File: src/rtl/mem_arbiter_pkg.sv
// Shared types for the I-cache/D-cache main-memory arbiter: RAM status,
// memory word and arbiter state encodings.
package mem_arbiter_pkg;

  typedef logic [31:0] word_t;

  typedef enum logic [1:0] {
    FREE   = 2'd0,
    BUSY   = 2'd1,
    ACCESS = 2'd2,
    ERROR  = 2'd3
  } ramstate_t;

  typedef enum logic [1:0] {
    ARB_IDLE = 2'd0,
    ARB_IGNT = 2'd1,
    ARB_DGNT = 2'd2
  } arb_state_t;

  // RAM signals completion only with ACCESS; FREE, BUSY and ERROR all keep waiting.
  function automatic logic ram_done(input ramstate_t s);
    return (s == ACCESS);
  endfunction

endpackage

File: src/rtl/mem_arbiter_if.sv
// Bundle of the two cache request ports and the single RAM port seen by the
// arbiter. The slave modport is the arbiter's view, master the environment's.
interface mem_arbiter_if;
  import mem_arbiter_pkg::*;

  // Instruction cache side
  logic      iREN;
  word_t     iaddr;
  logic      iwait;
  word_t     iload;

  // Data cache side
  logic      dREN;
  logic      dWEN;
  word_t     daddr;
  word_t     dstore;
  logic      dwait;
  word_t     dload;

  // RAM side
  logic      ramREN;
  logic      ramWEN;
  word_t     ramaddr;
  word_t     ramstore;
  word_t     ramload;
  ramstate_t ramstate;

  modport slave (
    input  iREN, iaddr, dREN, dWEN, daddr, dstore, ramload, ramstate,
    output iwait, iload, dwait, dload, ramREN, ramWEN, ramaddr, ramstore
  );

  modport master (
    output iREN, iaddr, dREN, dWEN, daddr, dstore, ramload, ramstate,
    input  iwait, iload, dwait, dload, ramREN, ramWEN, ramaddr, ramstore
  );

endinterface

File: src/rtl/mem_arbiter.sv
// Single-port RAM arbiter: data cache has priority, a saturating starvation
// counter forces an instruction grant after STARVE_MAX data grants.
module mem_arbiter
  import mem_arbiter_pkg::*;
#(
  parameter int STARVE_MAX = 4,
  localparam int CNT_W = $clog2(STARVE_MAX + 1)
) (
  input  logic             CLK,
  input  logic             nRST,
  mem_arbiter_if.slave     bus,
  output arb_state_t       o_state,
  output logic [CNT_W-1:0] o_starve_cnt
);

  localparam logic [CNT_W-1:0] C_STARVE_MAX = CNT_W'(STARVE_MAX);

  arb_state_t       r_state;
  logic [CNT_W-1:0] r_starve_cnt;

  logic w_dreq;
  logic w_ireq;
  logic w_dack;
  logic w_iack;

  always_comb begin
    w_dreq = bus.dREN | bus.dWEN;
    w_ireq = bus.iREN;
    // A requester that drops its request forfeits the acknowledge even on ACCESS.
    w_dack = (r_state == ARB_DGNT) && w_dreq && ram_done(bus.ramstate);
    w_iack = (r_state == ARB_IGNT) && w_ireq && ram_done(bus.ramstate);
  end

  always_comb begin
    bus.ramREN   = 1'b0;
    bus.ramWEN   = 1'b0;
    bus.ramaddr  = '0;
    bus.ramstore = '0;
    bus.iwait    = 1'b1;
    bus.iload    = '0;
    bus.dwait    = 1'b1;
    bus.dload    = '0;
    case (r_state)
      ARB_DGNT: begin
        bus.ramaddr  = bus.daddr;
        bus.ramstore = bus.dstore;
        bus.ramWEN   = bus.dWEN;
        bus.ramREN   = bus.dREN & ~bus.dWEN;
        if (w_dack) begin
          bus.dwait = 1'b0;
          bus.dload = bus.ramload;
        end
      end
      ARB_IGNT: begin
        bus.ramREN  = 1'b1;
        bus.ramaddr = bus.iaddr;
        if (w_iack) begin
          bus.iwait = 1'b0;
          bus.iload = bus.ramload;
        end
      end
      default: ;
    endcase
  end

  always_ff @(posedge CLK or negedge nRST) begin
    if (!nRST) begin
      r_state      <= ARB_IDLE;
      r_starve_cnt <= '0;
    end else begin
      case (r_state)
        ARB_IDLE: begin
          if (w_dreq && (!w_ireq || (r_starve_cnt < C_STARVE_MAX)))
            r_state <= ARB_DGNT;
          else if (w_ireq)
            r_state <= ARB_IGNT;
        end
        ARB_DGNT: begin
          if (!w_dreq) begin
            r_state <= ARB_IDLE;
          end else if (w_dack) begin
            r_state <= ARB_IDLE;
            // Only count data grants that actually made the instruction side wait.
            if (w_ireq) begin
              if (r_starve_cnt != C_STARVE_MAX)
                r_starve_cnt <= r_starve_cnt + 1'b1;
            end else begin
              r_starve_cnt <= '0;
            end
          end
        end
        ARB_IGNT: begin
          if (!w_ireq) begin
            r_state <= ARB_IDLE;
          end else if (w_iack) begin
            r_state      <= ARB_IDLE;
            r_starve_cnt <= '0;
          end
        end
        default: r_state <= ARB_IDLE;
      endcase
    end
  end

  assign o_state      = r_state;
  assign o_starve_cnt = r_starve_cnt;

endmodule

File: src/flat_wrapper.sv
// flat-port wrapper written by rule: the top's interface ports become plain ports
module mem_arbiter_flat import mem_arbiter_pkg::*;
#(
  parameter int STARVE_MAX = 4,
  localparam int CNT_W = $clog2(STARVE_MAX + 1)
)
  (CLK, nRST, o_state, o_starve_cnt, bus_iREN, bus_iaddr, bus_dREN, bus_dWEN, bus_daddr, bus_dstore, bus_ramload, bus_ramstate, bus_iwait, bus_iload, bus_dwait, bus_dload, bus_ramREN, bus_ramWEN, bus_ramaddr, bus_ramstore);
  mem_arbiter_if bus_i ();
  input  logic CLK;
  input  logic nRST;
  output arb_state_t o_state;
  output logic [CNT_W-1:0] o_starve_cnt;
  input wire logic [$bits(bus_i.iREN)-1:0] bus_iREN;
  input wire logic [$bits(bus_i.iaddr)-1:0] bus_iaddr;
  input wire logic [$bits(bus_i.dREN)-1:0] bus_dREN;
  input wire logic [$bits(bus_i.dWEN)-1:0] bus_dWEN;
  input wire logic [$bits(bus_i.daddr)-1:0] bus_daddr;
  input wire logic [$bits(bus_i.dstore)-1:0] bus_dstore;
  input wire logic [$bits(bus_i.ramload)-1:0] bus_ramload;
  input wire logic [$bits(bus_i.ramstate)-1:0] bus_ramstate;
  output wire logic [$bits(bus_i.iwait)-1:0] bus_iwait;
  output wire logic [$bits(bus_i.iload)-1:0] bus_iload;
  output wire logic [$bits(bus_i.dwait)-1:0] bus_dwait;
  output wire logic [$bits(bus_i.dload)-1:0] bus_dload;
  output wire logic [$bits(bus_i.ramREN)-1:0] bus_ramREN;
  output wire logic [$bits(bus_i.ramWEN)-1:0] bus_ramWEN;
  output wire logic [$bits(bus_i.ramaddr)-1:0] bus_ramaddr;
  output wire logic [$bits(bus_i.ramstore)-1:0] bus_ramstore;
  assign bus_i.iREN = bus_iREN;
  assign bus_i.iaddr = bus_iaddr;
  assign bus_i.dREN = bus_dREN;
  assign bus_i.dWEN = bus_dWEN;
  assign bus_i.daddr = bus_daddr;
  assign bus_i.dstore = bus_dstore;
  assign bus_i.ramload = bus_ramload;
  assign bus_i.ramstate = bus_ramstate;
  assign bus_iwait = bus_i.iwait;
  assign bus_iload = bus_i.iload;
  assign bus_dwait = bus_i.dwait;
  assign bus_dload = bus_i.dload;
  assign bus_ramREN = bus_i.ramREN;
  assign bus_ramWEN = bus_i.ramWEN;
  assign bus_ramaddr = bus_i.ramaddr;
  assign bus_ramstore = bus_i.ramstore;
  mem_arbiter #(.STARVE_MAX(STARVE_MAX)) u_core (.CLK(CLK), .nRST(nRST), .bus(bus_i), .o_state(o_state), .o_starve_cnt(o_starve_cnt));
endmodule
File: config.mk
export PLATFORM = sky130hd
export DESIGN_NAME = mem_arbiter_flat
export DESIGN_NICKNAME = d
export VERILOG_FILES = /design/src/rtl/mem_arbiter_pkg.sv /design/src/rtl/mem_arbiter_if.sv /design/src/rtl/mem_arbiter.sv /design/src/flat_wrapper.sv
export SDC_FILE = /design/constraint.sdc
export NUM_CORES = 1
export LEC_CHECK = 0
export ABC_CLOCK_PERIOD_IN_PS = 2500
export BUFFER_PORTS_ARGS = -buffer_cell sky130_fd_sc_hd__buf_2
export CAP_MARGIN = 20
export CORE_AREA = 2 2 104 106
export CTS_BUF_LIST = sky130_fd_sc_hd__clkbuf_2
export DETAILED_ROUTE_END_ITERATION = 10
export DIE_AREA = 0 0 106 108
export HOLD_SLACK_MARGIN = 0.15
export PLACE_DENSITY = 0.47
export REMOVE_ABC_BUFFERS = 1
export SLEW_MARGIN = 10
export SYNTH_ARGS = -nofsm -noshare
export SYNTH_HDL_FRONTEND = slang
export SYNTH_SLANG_ARGS = --single-unit
File: constraint.sdc
create_clock -name CLK -period 2.5 [get_ports CLK]
set_input_delay 0.5 -clock CLK [delete_from_list [all_inputs] [get_ports CLK]]
set_output_delay 0.5 -clock CLK [all_outputs]
set_load 0.005 [all_outputs]
# Word level (Yosys, flattened, before mapping)
# Index checks and enable logic that the tools add are counted.
# W data, S select, Z words.
[word_totals] wordCells=56 regBits=5 output_inout_bits=137 input_bits=135
[classes] reduce_logical=11 n_mux=26 eq_ne=12 bitwise_logic=3 n_addsub=1 order_cmp=1
[op_table] op="$mux W32" n=5
[op_table] op="$pmux W32 S2" n=1
[op_table] op="$mux W3" n=6
[op_table] op="$mux W2" n=6
[op_table] op="$ne A3 B3 Y1 const B" n=3
[op_table] op="$ne A2 B1 Y1 const B" n=3
[op_table] op="$ne A3 B2 Y1 const B" n=2
[op_table] op="$pmux W2 S3" n=1
[op_table] op="$pmux W3 S2" n=1
[op_table] op="$reduce_and A6 Y1" n=1
[op_table] op="$logic_and A1 B1 Y1" n=5
[op_table] op="$mux W1" n=5
[op_table] op="$eq A2 B2 Y1 const B" n=2
[op_table] op="$add A3 B1 Y3 const B" n=1
[op_table] op="$lt A3 B3 Y1 const B" n=1
[op_table] op="$reduce_and A3 Y1" n=1
[op_table] op="$eq A2 B1 Y1 const B" n=1
[op_table] op="$logic_not A2 Y1" n=1
[op_table] op="$ne A2 B2 Y1 const B" n=1
[op_table] op="$pmux W1 S2" n=1
[op_table] op="$reduce_bool A2 Y1" n=1
[op_table] op="$and A1 B1 Y1" n=1
[op_table] op="$logic_not A1 Y1" n=1
[op_table] op="$logic_or A1 B1 Y1" n=1
[op_table] op="other kinds (2)" n=2

# Depth between registers and ports, before layout
[depth] word_depth=6 depth_mapped=7

# Worst setup path after synthesis
# Ideal clock, no wire load.
[synth_path] path_kind="register to output" startpoint="register u_core.r_state[0], in the netlist u_core.o_state[0]" endpoint="output port bus_dload[22]" arrival_ps=1485 setup_slack_ps=515 path_buffers=2 path_stages_with_launch=8 required_time_ps=2000 cell_sequence="dfrtp_1 > inv_1 > ha_1 > buf_2 > o21ai_0 > nor2_1 > clkbuf_1 > and2_1"
[synth_between] elab_chain_cells=5
[synth_rtl] item="start: declaration" line_no="mem_arbiter.sv:18" rtl="arb_state_t r_state;"
[synth_rtl] item="start signal: assignment" line_no="mem_arbiter.sv:68" rtl="r_state <= ARB_IDLE;"
[synth_rtl] item="start signal: assignment" line_no="mem_arbiter.sv:74" rtl="r_state <= ARB_DGNT;"
[synth_rtl] item="start signal: assignment" line_no="mem_arbiter.sv:76" rtl="r_state <= ARB_IGNT;"
[synth_rtl] item="$eq A2 B2 Y1 (*)" line_no="mem_arbiter.sv:30, mem_arbiter.sv:43"
[synth_rtl] item="$logic_and A1 B1 Y1 (2 in a row)" line_no="mem_arbiter.sv:30" rtl="w_dack = (r_state == ARB_DGNT) && w_dreq && ram_done(bus.ramstate);"
[synth_rtl] item="$mux W32" line_no="mem_arbiter.sv:49" rtl="if (w_dack) begin"
[synth_rtl] item="$mux W32 (*)" line_no="mem_arbiter.sv:43" rtl="case (r_state)"
[synth_rtl] item="end: declaration" line_no="flat_wrapper.sv:24" rtl="output wire logic [$bits(bus_i.dload)-1:0] bus_dload;"
# Every way passes the cells marked *; elsewhere a longest branch is shown, timed or not.

# Final worst setup path
[layout_path] startpoint="register u_core.r_state[1], in the netlist u_core.o_state[1]" endpoint="output port bus_ramaddr[23]"
[layout_between] elab_chain_cells=2 word_cells_on_any_way=3
[layout_rtl] item="$eq A2 B1 Y1 / $eq A2 B2 Y1 (equally long branches)" line_no="mem_arbiter.sv:43"
[layout_rtl] item="$pmux W32 S2 (*)" line_no="mem_arbiter.sv:43"
[layout_rtl] item="end: declaration" line_no="flat_wrapper.sv:27" rtl="output wire logic [$bits(bus_i.ramaddr)-1:0] bus_ramaddr;"
# Marked as above.

==> key figures <==
Status
  – Status: completed

CTS
  – CTS tree: done
  – Clock latency on the worst-skew pair: 210 ps
  – Worst-path clk slew: 60 ps
  – Root buf cell: clkbuf_2
  – TritonCTS sink count: 5
  – # H-tree levels: 1
  – Clk buf depth: 2
  – CTS buffer count: 3
  – Post-CTS Setup Bufs: 0

Synthesis
  – Syn avg cell area: 6.76 um^2
  – Async SR Flop Fraction: 1.00
  – Cell variety after synth: 30
  – Top-count cell post-synth: and2_1
  – Top_reg_cell synth: dfrtp_1
  – Post-Syn Area: 0.00157 mm^2
  – Share of the synthesized area in the top cell type: 0.387
  – Synth cell count leaders: and2_1, a22oi_1, nor2b_1
  – Ys Warns: 0
  – Largest cells by area after synthesis: and2_1, a22oi_1, nor2b_1, dfrtp_1, clkbuf_1
  – EDFF count, synth: 0
  – #FFs+latches synth: 5
  – Cells after synthesis: 232
  – Seq/Total Area, Yosys: 0.0798
  – Cell taking the most area after synthesis: and2_1

Drt
  – Vias per cell: 4.14
  – Routed len/inst: 12.3 um
  – Antenna viol nets, final: 0
  – Detailed Route WL: 7.72 mm
  – Starting DRT DRC Count: 120
  – Router iterations before antenna repair: 4
  – Vias: 2599
  – Drt drc: 0

Floorplanning
  – Row Count: 37
  – Die area: 0.0114 mm^2
  – Initial core utilization: 0.153
  – Die height: 108 um
  – I/O pins: 272
  – Die width: 106 um
  – Core ar.: 0.0102 mm^2

GRT
  – Vias in the first global route: 2439
  – Pin count of the biggest net entering global routing: 41
  – Total global routing overflow: 0
  – Antenna violations before repair: 0
  – GRT Util Overall: 0.121
  – First-pass GRT wire length: 11.3 mm

STA
  – Endpoints failing hold: 0
  – Slew Limit Fails: 0
  – Share of the clock period used by the worst path: 0.907
  – Crit path time final: 2270 ps
  – Fin Clk Skew: 0.172 ps
  – Min setup slack post-route: 232 ps
  – RSZ-0062 raised after global routing: no
  – Max Clock Freq: 441 MHz
  – Setup violations, final: 0
  – Worst slew pin tran: 436 ps
  – Relative slew slack: 0.710
  – Setup TNS: 0 ps
  – Worst Hold Slack: 589 ps

Pwr
  – PwrDens: 558 mW/mm^2
  – Leakage power: 1.91 nW
  – VDD IR max: 0.459 mV

Placement
  – HPWL Detailed: 6.60 mm
  – Placement Cell Area: 0.00305 mm^2
  – Place WS: 315 ps
  – IO buf count: 271
  – GPL Wtd Cong: 0.799

Setup path
  – Slowest cell on crit path: dfrtp_1
  – Worst path bufs/invs: 3
  – Worst Path Required: 2000 ps
  – CP endpoint kind: output pin
  – CP Data Arrival Time: 1770 ps
  – Worst setup path class: flop to output pin
  – CP Launch Type: flop
  – Sequence of cells on the critical path: inv_1, ha_1, buf_4, a22oi_1, nor2b_1, buf_2
  – CP max stage delay: 430 ps
  – Crit-path leading delay family: buffers and inverters
  – CP max FO: 40

Finish
  – Nets: 633
  – Design area: 0.00309 mm^2
  – Share of post-route cells with drive strength above 1: 0.583
  – Area grow syn2layout: 97.1%
  – FILL cells: 1142
  – ANT cells: 0

Min path
  – Min-Delay Path Class: flop to flop

Run
  – Max_cap viols: 0
## per-layer routing
layer | vias up | GRT usage | wire length (um)
met2 | 164 | 0.263 | 4190
met5 | - | 0 | 0
li1 | 1288 | - | -
met4 | 0 | 0.0207 | 61
met3 | 6 | 0.0235 | 747
met1 | 1141 | 0.116 | 2710
## final timing paths
| kind | depth (start not counted) | from | slack (ps) | to |
|---|---|---|---|---|
| max | 6 | u_core.o_state[1] | 230 | bus_ramaddr[23] |
| min | 1 | u_core.o_starve_cnt[2] | 590 | u_core.o_starve_cnt[2] |
| max reg2reg | 6 | u_core.o_state[1] | 600 | u_core.o_starve_cnt[1] |
| min reg2reg | 1 | u_core.o_starve_cnt[2] | 590 | u_core.o_starve_cnt[2] |
| max in group asynchronous | 2 | nRST | 1750 | u_core.o_starve_cnt[0] |
| min in group asynchronous | 2 | nRST | 630 | u_core.o_starve_cnt[2] |
## worst register-to-register path: stages (launching register included)
cell	delay [ps]
dfrtp_1	420
inv_1	80
ha_1	200
buf_4	260
a221o_1	410
or2_4	270
mux2i_1	120
## layout by cell type, fill, tap and decap left out
master / n
buf_2: 271
and2_1: 97
a22oi_1: 32
nor2b_1: 32
inv_1: 7
o21ai_0: 5
buf_4: 5
dfrtp_1: 5
nor2_1: 4
ha_1: 4
clkbuf_2: 4
o21a_1: 2
nand2_1: 2
mux2i_1: 2
a21oi_1: 2
and3b_1: 1
nand2b_1: 1
inv_2: 1
or3_2: 1
a221o_1: 1
nand4_1: 1
or2_4: 1
a21o_2: 1
a21bo_2: 1
a41oi_1: 1
nand3b_1: 1
a22o_1: 1
nand4b_1: 1
or2b_1: 1
o211ai_1: 1
ha_4: 1
dlygate4sd3_1: 1
buf_6: 1
## final cells by class
type / count / area [um^2] / area share
inverter: 8 / 30.0 / 0.00972
clock buffer: 4 / 20.0 / 0.00648
timing repair buffer: 278 / 1420 / 0.458
tap: 136 / 170 / 0.0551
multi-input combinational: 197 / 1330 / 0.430
sequential: 5 / 125 / 0.0405
## cell families after synthesis
logic type | after synthesis | share of synthesized area
multiplexers | 2 | 0.0128
adder cells (fa/ha/maj) | 5 | 0.0399
buffers and inverters | 30 | 0.0798
AO/OA/AOI/OAI | 47 | 0.219
AND/OR/NAND/NOR | 143 | 0.568
flip-flops | 5 | 0.0798
## timing repair
| action | CTS | global route |
|---|---|---|
| endpoints found under the hold margin | 5 | 0 |
| setup endpoints to repair | 0 | 40 |
| hold buffers | 1 | 0 |
| resized for setup | 0 | 2 |
## per-stage QoR
step	std cells	total power [mW]	util
finish	628	1.72	0.302
global placement	623	1.64	0.298
global route	628	1.91	0.302
detailed placement	623	1.65	0.298
CTS	628	1.74	0.301
floorplan	210	0.953	-
## flip-flops by register name, indices dropped and copies added (netlist names)
| name | cells |
|---|---|
| u_core.o_starve_cnt | 3 |
| u_core.o_state | 2 |
## power by group
group	total [mW]	leakage [nW]	internal, mW	switching [mW]
Sequential	0.154	0.0638	0.116	0.0381
Clock	0.0747	0.0166	0.0423	0.0323
Combinational	1.50	1.83	0.754	0.742
Total	1.72	1.91	0.912	0.812
(Power assumes the default switching activity.)
